`src/rtl/seg7_display_sched.sv`:
```
// Round-robin display scheduler for three game values: grants one source, converts
// its saturated binary value to four BCD digits by double-dabble, then holds the display.
module seg7_display_sched #(
  parameter int HOLD_CYCLES = 100_000_000
) (
  input  logic        clk_100MHz,
  input  logic        rst,
  input  logic [2:0]  req,
  input  logic [13:0] val0,
  input  logic [13:0] val1,
  input  logic [13:0] val2,
  output logic [2:0]  gnt,
  output logic        upd,
  output logic [3:0]  ones,
  output logic [3:0]  tens,
  output logic [3:0]  hundreds,
  output logic [3:0]  thousands
);

  localparam int              HW        = (HOLD_CYCLES > 2) ? $clog2(HOLD_CYCLES) : 1;
  localparam logic [HW-1:0]   HOLD_LAST = HW'(HOLD_CYCLES - 1);
  localparam logic [13:0]     BIN_MAX   = 14'd9999;

  typedef enum logic [1:0] {IDLE, CONV, HOLD} state_t;

  state_t        state_q, state_d;
  logic [1:0]    last_q, last_d;
  logic [2:0]    gnt_q, gnt_d;
  logic          upd_q, upd_d;
  logic [13:0]   bin_q, bin_d;
  logic [15:0]   bcd_q, bcd_d;
  logic [3:0]    iter_q, iter_d;
  logic [HW-1:0] hold_q, hold_d;
  logic [15:0]   digits_q, digits_d;

  function automatic logic [1:0] rr_next(input logic [1:0] s);
    return (s == 2'd2) ? 2'd0 : s + 2'd1;
  endfunction

  logic [1:0]  cand1, cand2, pick;
  logic [13:0] sel_val;

  always_comb begin
    cand1 = rr_next(last_q);
    cand2 = rr_next(cand1);
    if (req[cand1])      pick = cand1;
    else if (req[cand2]) pick = cand2;
    else                 pick = last_q;
    case (pick)
      2'd0:    sel_val = val0;
      2'd1:    sel_val = val1;
      default: sel_val = val2;
    endcase
  end

  // Add-3 correction on every nibble before each shift keeps each digit in 0-9.
  logic [15:0] bcd_adj;
  genvar gi;
  generate
    for (gi = 0; gi < 4; gi++) begin : g_adj
      assign bcd_adj[gi*4 +: 4] = (bcd_q[gi*4 +: 4] >= 4'd5) ? bcd_q[gi*4 +: 4] + 4'd3
                                                             : bcd_q[gi*4 +: 4];
    end
  endgenerate

  logic [15:0] bcd_shift;
  logic [13:0] bin_shift;
  assign bcd_shift = {bcd_adj[14:0], bin_q[13]};
  assign bin_shift = {bin_q[12:0], 1'b0};

  always_comb begin
    state_d  = state_q;
    last_d   = last_q;
    gnt_d    = gnt_q;
    upd_d    = 1'b0;
    bin_d    = bin_q;
    bcd_d    = bcd_q;
    iter_d   = iter_q;
    hold_d   = hold_q;
    digits_d = digits_q;
    case (state_q)
      IDLE: begin
        gnt_d = 3'b000;
        if (|req) begin
          state_d = CONV;
          last_d  = pick;
          gnt_d   = 3'b001 << pick;
          bin_d   = (sel_val > BIN_MAX) ? BIN_MAX : sel_val;
          bcd_d   = 16'd0;
          iter_d  = 4'd0;
        end
      end
      CONV: begin
        bcd_d  = bcd_shift;
        bin_d  = bin_shift;
        iter_d = iter_q + 4'd1;
        if (iter_q == 4'd13) begin
          digits_d = bcd_shift;
          upd_d    = 1'b1;
          hold_d   = '0;
          state_d  = HOLD;
        end
      end
      HOLD: begin
        if (!(|(req & gnt_q)) || hold_q == HOLD_LAST) begin
          state_d = IDLE;
          gnt_d   = 3'b000;
        end else begin
          hold_d = hold_q + HW'(1);
        end
      end
      default: begin
        state_d = IDLE;
        gnt_d   = 3'b000;
      end
    endcase
  end

  always_ff @(posedge clk_100MHz or posedge rst) begin
    if (rst) begin
      state_q  <= IDLE;
      last_q   <= 2'd2;
      gnt_q    <= 3'b000;
      upd_q    <= 1'b0;
      bin_q    <= 14'd0;
      bcd_q    <= 16'd0;
      iter_q   <= 4'd0;
      hold_q   <= '0;
      digits_q <= 16'd0;
    end else begin
      state_q  <= state_d;
      last_q   <= last_d;
      gnt_q    <= gnt_d;
      upd_q    <= upd_d;
      bin_q    <= bin_d;
      bcd_q    <= bcd_d;
      iter_q   <= iter_d;
      hold_q   <= hold_d;
      digits_q <= digits_d;
    end
  end

  assign gnt       = gnt_q;
  assign upd       = upd_q;
  assign thousands = digits_q[15:12];
  assign hundreds  = digits_q[11:8];
  assign tens      = digits_q[7:4];
  assign ones      = digits_q[3:0];

endmodule
```
`config.mk`:
```
export PLATFORM = sky130hd
export DESIGN_NAME = seg7_display_sched
export DESIGN_NICKNAME = d
export VERILOG_FILES = /design/src/rtl/seg7_display_sched.sv
export SDC_FILE = /design/constraint.sdc
export NUM_CORES = 1
export LEC_CHECK = 0
export CAP_MARGIN = 5
export CORE_UTILIZATION = 40
export CTS_CLUSTER_DIAMETER = 150
export DETAILED_ROUTE_END_ITERATION = 10
export PLACE_DENSITY = 0.7
export SLEW_MARGIN = 20
export SYNTH_ARGS = -nofsm -noshare
export SYNTH_HDL_FRONTEND = slang
export SYNTH_SLANG_ARGS = --single-unit
```
`constraint.sdc`:
```
create_clock -name clk_100MHz -period 3.51 [get_ports clk_100MHz]
set_clock_uncertainty 0.1 [all_clocks]
set_input_delay 0.702 -clock clk_100MHz [delete_from_list [all_inputs] [get_ports clk_100MHz]]
set_output_delay 0.702 -clock clk_100MHz [all_outputs]
set_load 0.03 [all_outputs]
```
# After elaboration in Yosys (flattened, before gate mapping)
# Cells that the tools add are included.
# Widths: inputs -> output; s select.
op_classes:
  bitwise: 2
  n_mux: 32
  eq_ne: 11
  n_lt_le_gt_ge: 7
  reduce_logical: 14
  shifts: 1
  addsub: 8
op_table:
  columns: ["operator", "count"]
  rows:
  - ["$pmux 14 s2", 2]
  - ["$mux 27", 2]
  - ["$pmux 27 s2", 1]
  - ["$pmux 16 s2", 1]
  - ["$mux 14", 2]
  - ["$add 27x1->27 const B", 1]
  - ["$eq 27x27->1 const B", 1]
  - ["$ge 4x3->1 const B", 4]
  - ["$mux 16", 1]
  - ["$mux 4", 4]
  - ["$gt 14x14->1 const B", 1]
  - ["$mux 2", 7]
  - ["$add 4x2->4 const B", 3]
  - ["$mux 3", 3]
  - ["$pmux 3 s3", 1]
  - ["$ne 2x2->1 const B", 4]
  - ["$pmux 4 s2", 1]
  - ["$reduce_and 2->1", 4]
  - ["$eq 2x2->1 const B", 3]
  - ["$lt 2x3->1 const B", 2]
  - ["$pmux 2 s3", 1]
  - ["$reduce_and 3->1", 2]
  - ["$reduce_or 3->1", 2]
  - ["$add 2x1->2 const B", 2]
  - ["other kinds (13)", 20]
totals:
  in_bits: 47
  register_bits: 85
  output_inout_bits: 20
  elab_cells: 84

# Longest topological paths before layout
depth:
  depth_word: 14
  ltp_mapped: 11
  depth_no_buf: 9

# Worst setup path after synthesis
# Ideal clock, no wire load.
synth_timing:
  kind: "input port to flip-flop"
  from: "input req[0]"
  to: "register hold_q[11]"
  required_ns: 3.278
  arrival_time_ns: 2.197
  setup_slack_ns: 1.081
  setup_time_ns: 0.132
  path_stages: 8
  n_path_buf: 2
  path_cell_list: "buf_2 a222oi_1 or4b_1 a31o_1 buf_2 a211oi_2 xnor2_1 nor2_1"
synth_via:
  elab_chain_cells: 6
synth_lines:
  columns: ["item", "line_no", "rtl"]
  rows:
  - ["from (decl)", "8", "input logic [2:0] req,"]
  - ["$and 3x3->3", "105", "if (!(|(req & gnt_q)) || hold_q == HOLD_LAST) begin"]
  - ["$reduce_or 3->1", "105", null]
  - ["$logic_not 1->1", "105", null]
  - ["$logic_or 1x1->1", "105", null]
  - ["$ne 2x2->1 (no line)", null, null]
  - ["$reduce_and 3->1 (no line)", null, null]
  - ["to (signal assigned)", "138", "hold_q <= hold_d;"]
  - ["to (decl)", "33", "logic [HW-1:0] hold_q, hold_d;"]
# No other way between the ends.
# A chain may end at the register's enable or synchronous reset.

# Worst setup path after layout
layout_timing:
  from: "input req[0]"
  to: "register bin_q[0]"
layout_via:
  elab_chain_cells: 10
  elab_cells_between_ends: 16
  classes_between: "order compare (1); eq/ne (2); mux (10); reduce/logical (3)"
layout_lines:
  columns: ["item", "line_no", "rtl"]
  rows:
  - ["$bmux 1 s2", "47", "else if (req[cand2]) pick = cand2;"]
  - ["$mux 1 (implied by the code)", "47", null]
  - ["$mux 2", "47", null]
  - ["$mux 2", "46", "if (req[cand1]) pick = cand1;"]
  - ["$eq 2x1->1 or $logic_not 2->1 (tied branches)", "49", "case (pick)"]
  - ["$pmux 14 s2", "49", null]
  - ["$gt 14x14->1", "88", "bin_d = (sel_val > BIN_MAX) ? BIN_MAX : sel_val;"]
  - ["$mux 14", "88", null]
  - ["$mux 14", "84", "if (|req) begin"]
  - ["$pmux 14 s2", "81", "case (state_q)"]
  - ["to (signal assigned)", "135", "bin_q <= bin_d;"]
  - ["to (decl)", "30", "logic [13:0] bin_q, bin_d;"]
# Several ways; a longest one is shown, not always the timed one. The select of a mux whose other input is x is not followed.

==> out/results.ini <==
[final_layout]
layout.nets=669
drive_gt1_frac=0.08279
antenna_cells=0
areaGrowthSynthToFinish_pct=23.08

[setup_path]
crit_end=bin_q[0]
crit_path_start_kind=primary input
r2r_start=last_q[1]
endpoint_kind=register
regToRegEndpoint=bin_q[0]
setup.worst_path.start=req[0]
rr_worst_depth=6
rrSetupSlack_ps=820
crit_fanout=16
crit_arrival_ps=3240
crit_required_ps=3650
worstSetupPathType=primary input to register

[min_path]
hp-class=register to register
min_path_cells=2

[die]
die_y_um=112.8
die_w_um=112.8
initial_core_util=0.4090
row_count=40
io_pins=67
coreArea_um2=12010
dieArea_um2=12730

[global_routing]
grt_use_total=0.1977
grt_overflow=0
grt_pass1_wl_um=20220
grt_max_degree=51
grt_pass1_vias=4168
antenna_found_initial=0

[cts]
cts_tree=done
hold_buffers=0
clk_latency_ps=340
clk_pin_slew_ps=60
cts_max_level=3
clkSinkCount=85
ctsResizeCount=0
numCtsBuffers=9
cts_setup_buffers=0
cts_buffer_depth=2
cts-root-buf=clkbuf_16

[logic_synthesis]
synth-simple-area-share=0.2336
synth_edf_count=0
synthAdderAreaFrac=0.02802
synth_top_area_share=0.4279
synth-xor-area-share=0.02496
synth_mux_area_frac=0.02522
yosysSeqAreaShare=0.4333
netlist_area_um2=4912
ys_top_cells_by_area=dfrtp_1 (43%), o21ai_0 (5.4%), nand2_1 (4.7%), a21oi_1 (3.4%), nor2_1 (3.3%)
yosysTopAreaCell=dfrtp_1
syn_nets=609
synth_top_family_by_area=simple AND/OR/NAND/NOR gates
yosys_warnings=0
synth_compound_area_frac=0.2101
synth_seq_cells=85
async_flop_share=1.000
synth_cells=551
syn_avg_cell_area_um2=8.915
ys_types=62
synth_ff_type=dfrtp_1

[route]
via_per_inst=5.684
post_drt_wl_per_cell_um=15.83
dr.pass1.iters=7
via_count=4337
post-route-drc-count=0
first_iter_violations=272
wirelength_um=12080
ant_nets=0

[sta]
fin_crit_sh=0.8817
rsz0062_at_grt=false
min_period_ps=3095
tightest_slew_ps=693.8
final_hold_viol_count=0
holdWs_ps=375.1
fin_setup_tns_ps=0
maxSlewHeadroom=0.5365
max_freq_mhz=323.1
finalSetupViolCount=0
setup_slack_ps=415.1
drv_slew=0

[pwr]
p_int_mw=2.968
p_sw_frac=0.4110
cellPowerDensity_nw_per_um2=833.5
p_leak_nw=2.456
peakVddDrop_mv=0.3613
power_frac_comb=0.443
power_frac_seq=0.369
switchingPower_mw=2.071
pwr-share-clk=0.187

[place]
portBuffers=66
dp_worst_setup_slack_ps=122.1
place.gp.congestion=0.9003
dp.final_hpwl_um=8535

[run]
cap_violations=0

[status]
run_status=finished clean

==> state kept, by name, summed over array words and instances (netlist names) <==
register	cells
gnt	3
bin_q	14
last_q	2
iter_q	4
hold_q	27
state_q	2
bcd_q	16
digits_q	16
upd	1
==> power by group through the flow <==
| stage | registers, mW | logic [mW] | clock network [mW] |
|---|---|---|---|
| after floorplan | 1.94 | 1.45 | 0 |
| after global placement | 1.84 | 2.15 | 0 |
| after detailed placement | 1.87 | 2.23 | 0 |
| after CTS | 1.86 | 2.24 | 0.958 |
| after global routing | 1.93 | 2.48 | 0.998 |
| final | 1.86 | 2.23 | 0.944 |
==> cells in the final DEF (no fill, tap or decap), types with 9 or more instances in the layout <==
| master | netlist | routed |
|---|---|---|
| a21oi_1 | 33 | 33 |
| a311o_1 | 9 | 9 |
| and3_1 | 10 | 10 |
| buf_4 | 3 | 15 |
| clkbuf_16 | 0 | 9 |
| clkdlybuf4s50_1 | 0 | 66 |
| dfrtp_1 | 84 | 84 |
| ha_1 | 11 | 11 |
| inv_1 | 18 | 17 |
| mux2i_1 | 9 | 9 |
| nand2_1 | 62 | 62 |
| nand2b_1 | 16 | 16 |
| nand3_1 | 16 | 16 |
| nor2_1 | 43 | 43 |
| nor2b_1 | 12 | 12 |
| nor3_1 | 14 | 13 |
| o21ai_0 | 53 | 53 |
| o22ai_1 | 10 | 10 |
| o31ai_1 | 13 | 13 |
| xnor2_1 | 12 | 12 |
==> stage by stage <==
| stage | utilization | cells | power, mW | instance area [µm²] |
|---|---|---|---|---|
| 2_1_floorplan | - | 551 | 3.384 | 4912 |
| 3_3_place_gp | 0.4784 | 747 | 3.992 | 5747 |
| 3_5_place_dp | 0.4784 | 747 | 4.101 | 5747 |
| 4_1_cts | 0.5033 | 763 | 5.053 | 6046 |
| 5_1_grt | 0.5033 | 763 | 5.411 | 6046 |
| 6_report | 0.5033 | 763 | 5.039 | 6046 |
==> worst min-delay path by stage <==
stage | from | end | slack (ps)
floorplan | bin_q[4] | bin_q[5] | 350
global placement | digits_q[6] | digits_q[6] | 360
detailed placement | digits_q[6] | digits_q[6] | 370
CTS | digits_q[6] | digits_q[6] | 380
global route | bin_q[3] | bin_q[4] | 400
finish | digits_q[6] | digits_q[6] | 380
==> layout make-up <==
type | count | area (µm²)
clock buffer | 14 | 284.0
clock inverter | 2 | 15.01
fill | 1117 | 5966
inverter | 19 | 72.57
multi-input combinational | 414 | 2569
sequential | 85 | 2128
tap | 147 | 183.9
timing repair buffer | 82 | 793.3
==> worst max-delay path, cell delays in order <==
cell and delay (ps):
clkdlybuf4s50_1 660, a21boi_1 680, a311o_1 230, a32o_1 190, nor4b_2 340, o31ai_1 170
a211oi_1 260
==> synth_stat cells, drive strengths merged, types with 4 or more instances <==
| master | count |
|---|---|
| dfrtp | 84 |
| nand2 | 62 |
| o21ai | 53 |
| nor2 | 43 |
| a21oi | 35 |
| clkbuf | 24 |
| inv | 19 |
| nand3 | 17 |
| nand2b | 16 |
| nor3 | 14 |
| o31ai | 14 |
| and3 | 12 |
| nor2b | 12 |
| xnor2 | 12 |
| ha | 11 |
| o22ai | 10 |
| a311o | 9 |
| buf | 9 |
| mux2i | 9 |
| a31oi | 8 |
| a32oi | 8 |
| or3 | 8 |
| or4 | 7 |
| nand4 | 6 |
| a211oi | 5 |
| nor4 | 5 |
| or2b | 4 |
==> layer usage <==
layer | GRT usage | share of wire | routed length, µm
met5 | 0 | 0 | 0
met3 | 0.03321 | 0.050 | 601
met2 | 0.3259 | 0.47 | 5674
met4 | 0.07200 | 0.016 | 193
met1 | 0.2620 | 0.46 | 5612
==> logic make-up after synthesis <==
group	after synthesis
AO/OA/AOI/OAI	159
buffers and inverters	52
adder cells (fa/ha/maj)	11
multiplexers	12
XOR/XNOR	14
flip-flops	85
AND/OR/NAND/NOR	218
(Power assumes the default switching activity.)
